### src/rtl/fetch_unit.sv
// Instruction fetch unit: requests words from program memory, presents them to
// the control unit with a valid/ready handshake and computes the next pc.
module fetch_unit #(
    parameter int word_size   = 32,
    parameter int opcode_size = 5,
    parameter int pc_width    = 9
) (
    input  logic                 clk,
    input  logic                 rst,
    output logic                 imem_req,
    output logic [pc_width-1:0]  imem_addr,
    input  logic [word_size-1:0] imem_rdata,
    input  logic                 imem_valid,
    input  logic [3:0]           flags,
    output logic [word_size-1:0] instr_out,
    output logic                 instr_valid,
    input  logic                 instr_ready,
    output logic [pc_width-1:0]  pc_out,
    output logic                 halted,
    output logic [15:0]          retired_cnt
);

    localparam logic [1:0] FETCH = 2'd0;
    localparam logic [1:0] ISSUE = 2'd1;
    localparam logic [1:0] HALT  = 2'd2;

    localparam logic [opcode_size-1:0] OP_J   = opcode_size'(5'b10110);
    localparam logic [opcode_size-1:0] OP_BEQ = opcode_size'(5'b10111);
    localparam logic [opcode_size-1:0] OP_HLT = opcode_size'(5'b11000);

    logic [1:0]             state;
    logic [pc_width-1:0]    pc;
    logic [word_size-1:0]   instr_reg;
    logic [opcode_size-1:0] opcode;
    logic [pc_width-1:0]    target;
    logic [pc_width-1:0]    pc_next_seq;
    logic                   unused_flags;

    assign opcode       = instr_reg[word_size-1 -: opcode_size];
    assign target       = instr_reg[pc_width-1:0];
    assign pc_next_seq  = pc_out + pc_width'(1);
    assign unused_flags = &{1'b0, flags[3], flags[1:0]};

    // Outputs decode straight from state so an async reset takes effect at once.
    assign imem_req    = (state == FETCH);
    assign imem_addr   = pc;
    assign instr_valid = (state == ISSUE);
    assign instr_out   = instr_valid ? instr_reg : '0;
    assign halted      = (state == HALT);

    always_ff @(posedge clk or posedge rst) begin
        if (rst) begin
            state       <= FETCH;
            pc          <= '0;
            pc_out      <= '0;
            instr_reg   <= '0;
            retired_cnt <= '0;
        end else begin
            case (state)
                FETCH: begin
                    if (imem_valid) begin
                        instr_reg <= imem_rdata;
                        pc_out    <= pc;
                        state     <= ISSUE;
                    end
                end
                ISSUE: begin
                    if (instr_ready) begin
                        if (retired_cnt != 16'hFFFF)
                            retired_cnt <= retired_cnt + 16'd1;
                        // BEQ samples Z at the transfer edge itself.
                        case (opcode)
                            OP_J: begin
                                pc    <= target;
                                state <= FETCH;
                            end
                            OP_BEQ: begin
                                pc    <= flags[2] ? target : pc_next_seq;
                                state <= FETCH;
                            end
                            OP_HLT: begin
                                state <= HALT;
                            end
                            default: begin
                                pc    <= pc_next_seq;
                                state <= FETCH;
                            end
                        endcase
                    end
                end
                HALT: begin
                    state <= HALT;
                end
                default: begin
                    state <= FETCH;
                end
            endcase
        end
    end

endmodule
### config.mk
export PLATFORM = sky130hd
export DESIGN_NAME = fetch_unit
export DESIGN_NICKNAME = d
export VERILOG_FILES = /design/src/rtl/fetch_unit.sv
export SDC_FILE = /design/constraint.sdc
export NUM_CORES = 1
export LEC_CHECK = 0
export CORE_UTILIZATION = 46
export CTS_CLUSTER_SIZE = 12
export DETAILED_ROUTE_END_ITERATION = 7
export GPL_TIMING_DRIVEN = 0
export MAX_ROUTING_LAYER = met4
export PLACE_DENSITY_LB_ADDON = 0.15
export RECOVER_POWER = 50
export SYNTH_ARGS = -nofsm -noshare
export SYNTH_HDL_FRONTEND = slang
export SYNTH_SLANG_ARGS = --single-unit
### constraint.sdc
create_clock -name clk -period 2.9 [get_ports clk]
set_clock_uncertainty 0.05 [all_clocks]
set_input_delay 0.58 -clock clk [delete_from_list [all_inputs] [get_ports clk]]
set_output_delay 0.58 -clock clk [all_outputs]
set_load 0.01 [all_outputs]
* Yosys cells after proc, flatten, opt, wreduce, memory -nomap -nowiden
Cells that the tools add are included.
** Word-level totals
- Input port bits :: 40
- Bits in registers :: 68
- Word-level logic and storage cells :: 28
** Operators by class
- Reductions and logical operators :: 5
- $add $sub $neg :: 2
- Bitwise operators :: 1
- Eq/ne operators :: 8
- Mux-type cells :: 7
** Operators by type and width (count)
- $mux W32 :: 1
- $pmux W9 S3 :: 1
- $add A16 B1 Y16 const B :: 1
- $ne A16 B16 Y1 const B :: 1
- $eq A5 B5 Y1 const B :: 3
- $add A9 B1 Y9 const B :: 1
- $mux W9 :: 1
- $mux W2 :: 3
- $pmux W2 S3 :: 1
- $reduce_and A3 Y1 :: 2
- $ne A2 B1 Y1 const B :: 2
- $reduce_and A2 Y1 :: 2
- $eq A2 B1 Y1 const B :: 1
- $eq A2 B2 Y1 const B :: 1
- $logic_not A2 Y1 :: 1
- $not A1 Y1 :: 1

* Longest topological paths before layout
- Depth after elaboration :: 4
- Depth in mapped cells :: 6

* Least setup slack after synthesis
OpenSTA, ideal clock, no wires.
- Kind :: register -> output
- From :: register state[0]
- To :: output instr_out[22]
- Arrival :: 1.188 ns
- Data required time :: 2.270 ns
- Slack :: 1.082 ns
- Stages on the path, launching flop included :: 4
- Cell sequence :: dfrtp_1 nor2b_1 clkbuf_1 and2_1
** On the way
- Cells in the longest elaborated chain, start to end :: 2
** Ends and longest elaborated chain
- start: declaration :: RTL line 31 : logic [1:0] state;
- start signal: assignment :: RTL line 53 : state <= FETCH;
- start signal: assignment :: RTL line 64 : state <= ISSUE;
- start signal: assignment :: RTL line 75 : state <= FETCH;
- $eq A2 B1 Y1 :: RTL line 47 : assign instr_valid = (state == ISSUE);
- net instr_valid :: RTL line 16 : output logic instr_valid,
- $mux W32 :: RTL line 48 : assign instr_out = instr_valid ? instr_reg : '0;
- end: declaration :: RTL line 15 : output logic [word_size-1:0] instr_out,
The timed path passes the listed nets, and every way through them passes these cells.

* Final worst setup path
- From :: register state[0]
- To :: output instr_out[9]
** On the way
- Cells in the longest elaborated chain, start to end :: 2
** Ends and longest elaborated chain (RTL line)
- $eq A2 B1 Y1 :: 47
- $mux W32 :: 48
Every way passes these cells.

==> impl_metrics.tcl <==
set metrics [dict create \
    status "finished, final reports clean" \
    syn_area_per_cell_um2 11.57 \
    clk_pin_slew_ns 0.07 \
    synth_top_area_cell "dfrtp_1" \
    synth-main-ff-cell "dfrtp_1" \
    synth.most_common_cell "dfrtp_1" \
    drtIter0Drc 116 \
    rrSetupSlack_ns 0.75 \
    synth-edff-count 0 \
    fmax_mhz 364.4 \
    syn_to_final_growth_pct 41.62 \
    crit_end "instr_out[9]" \
    combPwrFrac_pct 38.7 \
    rows 30 \
    hp-class "flop to flop" \
    start_util_pct 47.75 \
    routed_wl_um 7705 \
    critPathMaxFanout 10 \
    power_frac_seq_pct 40.6 \
    peakVddDrop_mv 0.4713 \
    power_report.internal_total_mw 2.537 \
    syn-instance-count 282 \
    synth_warnings 0 \
    diodes 0 \
    final_cells 499 \
    fin_crit_sh_pct 94.64 \
    dieHeight_um 86.21 \
    cts_tree "done" \
    synth_top_area_share_pct 52.17 \
    arrival_ns 2.11 \
    ys_types 42 \
    r2r_start "state[0]$_DFFE_PP0P_" \
    grt_start_max_net_pins 69 \
    syn_area_mm2 0.003262 \
    post_cts_buffers 0 \
    leakage_nw 1.953 \
    clk_latency_ns 0.34 \
    p_per_area_mw_per_mm2 812.1 \
    cts_made_buffers 9 \
    syn_nets 324 \
    required_ns 2.27 \
    die_area_mm2 0.007432 \
    synth_seq_cells 68 \
    core_mm2 0.006832 \
    antenna_found_initial 0 \
    finalPower_mw 3.751 \
    maxSlewViolCount 0 \
    cts.htree.levels 3 \
    grt_overflow 0 \
    ant_nets 0 \
    vias_per_cell 5.102 \
    fillers 547 \
    worstSetupStartpointType "flop" \
    max_slew_margin_pct 6.595 \
    final_nets 440 \
    grt_pass1_vias 2597 \
    dpl_cell_area_mm2 0.004436 \
    io_buffers 105 \
    wl_per_cell_um 15.44 \
    post-place-cells 483 \
    crit_start "state[0]$_DFFE_PP0P_" \
    ys_seq_area_share_pct 52.17 \
    setup_viol 0 \
    fin_crit_ns 2.745 \
    endpoint_kind "output port" \
    routabilityCongestion 0.8399 \
    switchingPower_mw 1.214 \
    io_pins 109 \
    tightest_slew_ns 1.401 \
    dr.pass1.iters 4 \
    hpwl_um 5544 \
    synthArstFlopShare_pct 100.0 \
    hold_buffers 0 \
    synthTopCellsByCount "68 x dfrtp_1, 43 x mux2_2, 34 x and2_1" \
    rsz0062_at_grt "no" \
    p_sw_share_pct 32.37 \
    path_class "flop to output port" \
    drive_above_1_share_pct 18.36 \
    vias 2546 \
    cts_root_buf "clkbuf_8" \
    grt_pass1_wl_um 12270 \
    cts_sinks 68 \
    die_width_um 86.21 \
    r2r_cells 5 \
    synth_area_leaders "dfrtp_1 52%, mux2_2 15%, and2_1 6.5%" \
    clock_path_buffers 2 \
    drc 0 \
    clockPowerShare_pct 20.7 \
    final_hold_viol_count 0 \
    r2r_end "pc_out[6]$_DFFE_PP0P_" \
    drv_cap 0 \
    hp-start "instr_reg[13]$_DFFE_PP0P_" \
    grt_usage_pct 22.27 \
    largest_reg_flops 32 \
    final_area_mm2 0.004619 \
]
-- per-layer routing --
layer | vias to the layer above | global-route usage, % | wire length, um
met5 | - | - | 0
met4 | 0 | 6.818 | 131
met3 | 11 | 6.381 | 387
met2 | 72 | 37.23 | 3824
met1 | 1239 | 26.09 | 3361
li1 | 1224 | - | -
-- cell families (layout without fill, tap and decap cells) --
logic type	Yosys count	in the layout	synth area share (%)
xor gates and xnor gates	13	13	3.491
adders and majority gates	2	2	0.7670
muxes	48	48	16.42
AOI/OAI and AO/OA	31	31	6.444
DFF	68	68	52.17
buffers and inverters	17	138	2.493
and+or+nand+nor	103	103	18.22
-- worst max-delay path, cell delays in order, from the launching register on --
cell	delay, ns
dfrtp_1	0.45
nor2b_2	0.34
clkbuf_2	0.28
and2_1	0.16
clkdlybuf4s50_1	0.54
-- worst min-delay path by stage --
stage / to / cells past startpoint
3_3_place_gp: instr_reg[20]$_DFFE_PP0P_ / 1
5_1_grt: instr_reg[21]$_DFFE_PP0P_ / 1
4_1_cts: instr_reg[21]$_DFFE_PP0P_ / 1
6_report: instr_reg[13]$_DFFE_PP0P_ / 1
2_1_floorplan: instr_reg[10]$_DFFE_PP0P_ / 1
3_5_place_dp: instr_reg[21]$_DFFE_PP0P_ / 1
-- timing repair --
| item | 4_1_cts | 5_1_grt |
|---|---|---|
| pin swaps | 0 | 0 |
| hold endpoints to repair | 0 | 0 |
| setup endpoints to repair | 29 | 19 |
| gates cloned | 0 | 0 |
| resized for setup | 2 | 4 |
-- cell usage in the layout, fill, tap and decap left out, types with 5 or more instances in the layout --
cell,count
and2_1,34
clkbuf_1,7
clkbuf_8,10
clkdlybuf4s50_1,102
dfrtp_1,68
inv_1,5
mux2_2,43
nand2_1,16
nand3_1,8
nor2_1,11
nor3_1,13
o21ai_0,8
xnor2_1,6
xor2_1,7
-- stage by stage --
stage | setup slack [ns] | util, % | hold WS [ns] | TNS [ns]
after detailed placement | 0.2270 | 64.93 | 0.4373 | 0
after floorplan | 0.5585 | - | 0.4220 | 0
after global routing | 0.01853 | 67.62 | 0.4647 | 0
after CTS | 0.03677 | 67.82 | 0.4543 | 0
after global placement | -0.6501 | 64.89 | 0.4300 | -43.91
final | 0.1554 | 67.62 | 0.4504 | 0
-- power by group through the flow --
stage	Sequential, mW	Combinational, mW	Clock [mW]
3_3_place_gp	1.51	1.44	0
3_5_place_dp	1.53	1.47	0
2_1_floorplan	1.53	0.688	0
5_1_grt	1.56	1.56	0.827
6_report	1.52	1.45	0.777
4_1_cts	1.52	1.48	0.787
-- final cells by class --
class / instances / area (um2) / area share, %
well taps: 96 / 120.1 / 2.600
multi-input cells: 197 / 1481 / 32.07
clock buffers: 12 / 145.1 / 3.142
inverters: 6 / 22.52 / 0.4875
clock inverters: 4 / 48.80 / 1.056
plain buffers: 11 / 48.80 / 1.056
flip-flops and latches: 68 / 1702 / 36.84
repair buffers: 105 / 1051 / 22.75
No activity file was read; power rests on OpenSTA's default activity.
